$ cat config.mk
export PLATFORM = sky130hd
export DESIGN_NAME = sel_stream_fifo
export DESIGN_NICKNAME = d
export VERILOG_FILES = /design/src/rtl/sel_stream_fifo.sv
export SDC_FILE = /design/constraint.sdc
export NUM_CORES = 1
export LEC_CHECK = 0
export BUFFER_PORTS_ARGS = -buffer_cell sky130_fd_sc_hd__buf_2
export CAP_MARGIN = 40
export CORE_MARGIN = 5
export CORE_UTILIZATION = 55
export DETAILED_ROUTE_END_ITERATION = 16
export GPL_TIMING_DRIVEN = 0
export PLACE_DENSITY = 0.77
export REMOVE_ABC_BUFFERS = 1
export SETUP_SLACK_MARGIN = 0.02
export SYNTH_ARGS = -nofsm -noshare
export SYNTH_HDL_FRONTEND = slang
export SYNTH_SLANG_ARGS = --single-unit
$ cat constraint.sdc
create_clock -name clk -period 5.5 [get_ports clk]
set_input_delay 0.825 -clock clk [delete_from_list [all_inputs] [get_ports clk]]
set_output_delay 0.825 -clock clk [all_outputs]
set_load 0.05 [all_outputs]
$ cat src/rtl/sel_stream_fifo.sv
// sel_stream_fifo: show-ahead synchronous FIFO with occupancy count and
// high-water mark. Sits behind the 3-bit mux stage and buffers its words.
// DEPTH must be a power of two (>= 2) so the pointers wrap by overflow.
module sel_stream_fifo #(
    parameter int WIDTH = 3,
    parameter int DEPTH = 4
) (
    input  logic                       clk,
    input  logic                       rst_n,
    input  logic [WIDTH-1:0]           in_data,
    input  logic                       in_valid,
    output logic                       in_ready,
    output logic [WIDTH-1:0]           out_data,
    output logic                       out_valid,
    input  logic                       out_ready,
    output logic [$clog2(DEPTH):0]     count,
    output logic [$clog2(DEPTH):0]     hwm
);

    localparam int AW = $clog2(DEPTH);
    localparam int CW = AW + 1;

    logic [WIDTH-1:0] mem_q [DEPTH];
    logic [AW-1:0]    wr_ptr_q, wr_ptr_d;
    logic [AW-1:0]    rd_ptr_q, rd_ptr_d;
    logic [CW-1:0]    count_q, count_d;
    logic [CW-1:0]    hwm_q, hwm_d;
    logic             push, pop;

    // Handshakes come from registered occupancy only, so there is no
    // combinational path from in_valid/out_ready to the ready/valid outputs.
    assign in_ready  = (count_q != CW'(DEPTH));
    assign out_valid = (count_q != '0);
    assign push      = in_valid && in_ready;
    assign pop       = out_valid && out_ready;

    // Head entry is presented directly (show-ahead); don't-care when empty.
    assign out_data  = mem_q[rd_ptr_q];
    assign count     = count_q;
    assign hwm       = hwm_q;

    // Next-state: pointers wrap naturally at DEPTH, count tracks push/pop
    // imbalance, hwm follows the peak of the upcoming count.
    always_comb begin
        wr_ptr_d = wr_ptr_q;
        rd_ptr_d = rd_ptr_q;
        count_d  = count_q;
        if (push) wr_ptr_d = wr_ptr_q + AW'(1);
        if (pop)  rd_ptr_d = rd_ptr_q + AW'(1);
        if (push && !pop)      count_d = count_q + CW'(1);
        else if (pop && !push) count_d = count_q - CW'(1);
        hwm_d = (count_d > hwm_q) ? count_d : hwm_q;
    end

    // Control state; reset wins over any push/pop in the same cycle.
    always_ff @(posedge clk) begin
        if (!rst_n) begin
            wr_ptr_q <= '0;
            rd_ptr_q <= '0;
            count_q  <= '0;
            hwm_q    <= '0;
        end else begin
            wr_ptr_q <= wr_ptr_d;
            rd_ptr_q <= rd_ptr_d;
            count_q  <= count_d;
            hwm_q    <= hwm_d;
        end
    end

    // Storage is never cleared; a write during reset is suppressed so the
    // reset cycle has no visible side effect.
    always_ff @(posedge clk) begin
        if (rst_n && push) mem_q[wr_ptr_q] <= in_data;
    end

endmodule

# Yosys cells after proc, flatten, opt, wreduce, memory -nomap -nowiden
# Memories as Yosys holds them, arrays and structs flattened. A register that Yosys moved wholly into a read port is not among the register bits.
# Cells that the tools add are included.
# totals
mem_count	1
latchBits	0
ff_bits	10
rom_bits	0
in_bits	7
mem_bits_rw	12
# mem_list
name	depth	word_bits	rd	rd_clocked_by_memory_dff	write_ports	line_no	rtl
mem_q	4	3	1	1	1	23	logic [WIDTH-1:0] mem_q [DEPTH];
# op_classes
shifts	0
eq_ne	1
multipliers	0
div	0
n_lt_le_gt_ge	1
addsub	4
n_bitwise	0
mux	6
reduce_logical	8
# ops
op	n
$mux 3	2
$logic_and 1x1->1	5
$add 2x1->2 const B	2
$mux 2	2
$add 3x1->3 const B	1
$gt 3x3->1	1
$ne 3x3->1 const B	1
$reduce_bool 3->1	1
$sub 3x1->3 const B	1
$logic_not 1->1	2
$mux 1	2

# Logic depth before layout (Yosys ltp)
# depth
word_depth	7
mapped_depth	11

# Worst setup path before layout
# Ideal clock, no wire load.
# synth_path
path_type	register to register
from	register count_q[1], in the netlist count[1]
to	register hwm_q[2], in the netlist hwm[2]
setup_time_ns	0.088
t_required_ns	5.412
path_slack_ns	2.402
arrival_time_ns	3.010
path_stages_with_launch	11
n_path_buf	0
period_less_slack_ns	3.098
path_cell_list	dfxtp_1 inv_1 ha_1 or2b_1 a21oi_1 o32a_1 inv_1 ha_1 a211o_1 and2_1 a311oi_2
# synth_via
word_cells_on_any_way	13
cone_classes	add/sub (2); order compare (1); eq/ne (1); mux (2); reduce/logical (7)
# synth_lines
item	line_no	rtl
start, declared	26	logic [CW-1:0] count_q, count_d;
start signal, assigned	65	count_q <= count_d;
$reduce_bool 3->1 *	33	assign out_valid = (count_q != '0);
net out_valid	14	output logic out_valid,
$logic_and 1x1->1 *	35	assign pop = out_valid && out_ready;
$logic_and 1x1->1 / $logic_not 1->1 (equally long branches)	51, 50	
$mux 3 / $logic_and 1x1->1 (equally long branches)	51, 50	
$mux 3 *	50	if (push && !pop) count_d = count_q + CW'(1);
net count_d[1]	26	
$gt 3x3->1 *	52	hwm_d = (count_d > hwm_q) ? count_d : hwm_q;
end signal, assigned	66	hwm_q <= hwm_d;
end, declared	27	logic [CW-1:0] hwm_q, hwm_d;
# Mark *: on every way through the listed nets, which the timed path passes. The rest lies on a longest branch.
# A chain may end at the register's enable or synchronous reset.

# Final worst setup path
# layout_path
from	register count_q[1], in the netlist count[1]
to	register hwm_q[2], in the netlist hwm[2]
# layout_via
elab_chain_cells	7
word_cells_on_any_way	13
cone_classes	add/sub (2); order compare (1); eq/ne (1); mux (2); reduce/logical (7)
# layout_rtl
item	line_no
branches (longest 5 deep; another with $sub 3x1->3)	-
$mux 3 *	50
net count_d[2]	26
$gt 3x3->1	52
# Mark *: on every way through the listed nets, which the timed path passes.

==> run_results.csv <==
group,metric,value,unit
routing,wirelength,1913,um
setup_path,critPathTopFamily,"simple AND/OR/NAND/NOR gates",
place,dp_hpwl,1511,um
clocking,cts_root_buf,"clkbuf_4",
sta,max_slew_margin,67.97,%
synth,synth_edf_count,12,
global_routing,track_usage,13.25,%
clocking,ctsHoldBuffers,0,
die,die_h,56.88,um
global_routing,grt_overflow,0,
power_and_ir_drop,p_int,0.3920,mW
sta,skew,0.007197,ns
sta,period_share,49.14,%
synth,async_flop_share,0,%
clocking,clk_latency,0.30,ns
clocking,cts.repair.resized,0,
synth,syn_area,1209,um^2
final_layout,area_delta_synth_final,10.77,%
die,initial_core_util,56.26,%
clocking,cts_tree,"yes",
die,coreArea,2148,um^2
die,rows,17,
power_and_ir_drop,p_leak,0.5635,nW
sta,rsz0062_at_grt,"no",
global_routing,grt_max_degree,14,
synth,synthDistinctLibCells,33,
setup_path,crit_buf_inv,1,
routing,drt_iter0_drc,9,
final_layout,final_core_util,62.32,%
setup_path,max_stage_delay,0.56,ns
clocking,cts_setup_buffers,0,
clocking,cts_sinks,24,
setup_path,startpoint,"count[1]$_SDFF_PN0_",
sta,drv_slew,0,
place,gp_congestion,0.7593,
sta,worstMarginPinSlew,0.4795,ns
sta,finalSetupTns,0,ns
routing,drt-pass1-iter-count,4,
global_routing,grt_pass1_wl,3408,um
synth,syn_area_per_cell,11.40,um^2
power_and_ir_drop,ir_worst_vdd,391.3,uV
routing,wl_per_cell,12.59,um
synth,yosysWarnings,0,
clocking,cts_buffer_depth,2,
setup_path,cp_max_fo,9,
setup_path,end_kind,"flip-flop",
sta,hold_viol_final,0,
job,cap_violations,0,
sta,setup-violations-final,0,
sta,fmax,370.0,MHz
final_layout,drive_gt1_share,22.58,%
die,io_pins,18,
final_layout,antenna_cells,0,
final_layout,final_common_cell,"buf_2",
synth,ys_ff_latch,24,
setup_path,worstPathCellList,"inv_1, ha_1, or4b_1, o2111ai_2, o31ai_2, nand2_1, ha_1, a31oi_1, and2_1, a311oi_2",
routing,vias,805,
power_and_ir_drop,powerDensity,539.4,nW/um^2
synth,synth_ff_type,"edfxtp_1",
power_and_ir_drop,p_switching,0.3302,mW
die,die_w,56.88,um
global_routing,grt_pass1_vias,774,
final_layout,fin_nets,142,
synth,synth_seq_area_share,49.69,%
place,io_buffers,17,
min_path,hp-start,"hwm[1]$_SDFFE_PN0N_",
power_and_ir_drop,switching_share,45.73,%
clocking,cts_max_level,1,
routing,drc,0,
setup_path,crit_required,5.67,ns
power_and_ir_drop,seq_power_share,34.8,%
global_routing,antenna_found_initial,0,
setup_path,path_class,"flip-flop to flip-flop",
final_layout,mostFrequentLayoutCells,"buf_2, inv_1, nor2_1, dfxtp_1, edfxtp_1",
run_status,status,"finished clean",
setup_path,worst_setup_path_start_kind,"flip-flop",
synth,synthCells,106,
setup_path,cp.arrival,2.88,ns
routing,drtAntennaViolNets,0,
min_path,min_path_type,"flip-flop to flip-flop",
setup_path,path_common_cell,"ha_1",
setup_path,timing.rr.start,"count[1]$_SDFF_PN0_",
power_and_ir_drop,p_comb_share,55.1,%
clocking,cts_made_buffers,3,
die,dieArea,3235,um^2
power_and_ir_drop,pwr-share-clk,10.1,%
clocking,clk_pin_slew,0.12,ns
setup_path,crit_slowest_cell,"or4b_1",
routing,routed_via_density,5.296,
sta,layout_min_cycle_time,2.703,ns
==> logic make-up (layout without fill, tap and decap cells) <==
kind of cell / after synthesis / in the layout / synth area share [%]
and+or+nand+nor: 28 / 28 / 11.59
DFF: 24 / 24 / 49.69
AOI/OAI and AO/OA: 20 / 20 / 13.15
buffers and inverters: 15 / 33 / 5.072
adders and majority gates: 11 / 11 / 11.18
xor gates and xnor gates: 4 / 4 / 2.899
muxes: 4 / 4 / 6.418
==> sequential cells by signal (all words and copies together), names as in the netlist, named ones only <==
register,cells
count,3
hwm,3
mem_q,12
rd_ptr_q,2
wr_ptr_q,2
==> final cells by class <==
type	count	area, um^2
inverter	12	45.04
clock buffer	4	26.28
tap	28	35.03
multi-input combinational	67	546.8
timing repair buffer	17	85.08
sequential	24	600.6
fill	177	809.5
==> routing by layer <==
layer / track usage, % / up-vias / part of all wire (%)
met5: 0 / - / 0
met3: 2.069 / 2 / 3.2
met4: 3.974 / 0 / 0.84
met1: 16.76 / 378 / 43
met2: 23.00 / 12 / 52
li1: - / 413 / -
==> worst min-delay path, stage by stage, from the launching register on <==
cell      delay [ns]
dfxtp_1         0.34
a21oi_1         0.11
a211oi_1        0.06
==> stage by stage <==
stage	cell area [um^2]	worst slack (ns)	hold slack, ns	power (mW)	cells
2_1_floorplan	1192	2.402	0.4847	0.5759	103
3_3_place_gp	1313	2.644	0.5106	0.6424	148
6_report	1339	2.797	0.5449	0.7222	152
5_1_grt	1339	2.525	0.5769	0.7858	152
3_5_place_dp	1313	2.599	0.5224	0.6537	148
4_1_cts	1339	2.799	0.5460	0.7281	152
==> power by group through the flow <==
stage	Sequential [mW]	Clock [mW]	Combinational (mW)
after global placement	0.253	0	0.389
after CTS	0.252	0.0752	0.401
final	0.251	0.0730	0.398
after detailed placement	0.256	0	0.398
after floorplan	0.302	0	0.274
after global routing	0.258	0.0913	0.437
==> synth_stat cells, types with 2 or more instances <==
library cell  count  area share (%)
nand2_1           4             1.2
o21ai_0           2            0.83
a21oi_1           7             2.9
ha_1             10              10
xnor2_1           2             1.4
and3_1            5             2.6
a211oi_1          2             1.2
nor2b_1           2             1.0
dfxtp_1          12              20
edfxtp_1         12              30
nor2_1           12             3.7
mux4_2            3             5.6
xor2_1            2             1.4
inv_1            12             3.7
==> final timing paths <==
path                              end  slack [ns]  cells after the start
setup reg to reg  hwm[2]$_SDFFE_PN0N_        2.80                     10
hold / removal    hwm[1]$_SDFFE_PN0N_        0.54                      2
hold reg to reg   hwm[1]$_SDFFE_PN0N_        0.54                      2
setup / recovery  hwm[2]$_SDFFE_PN0N_        2.80                     10
Note: power is estimated with default switching activity, not from simulation.
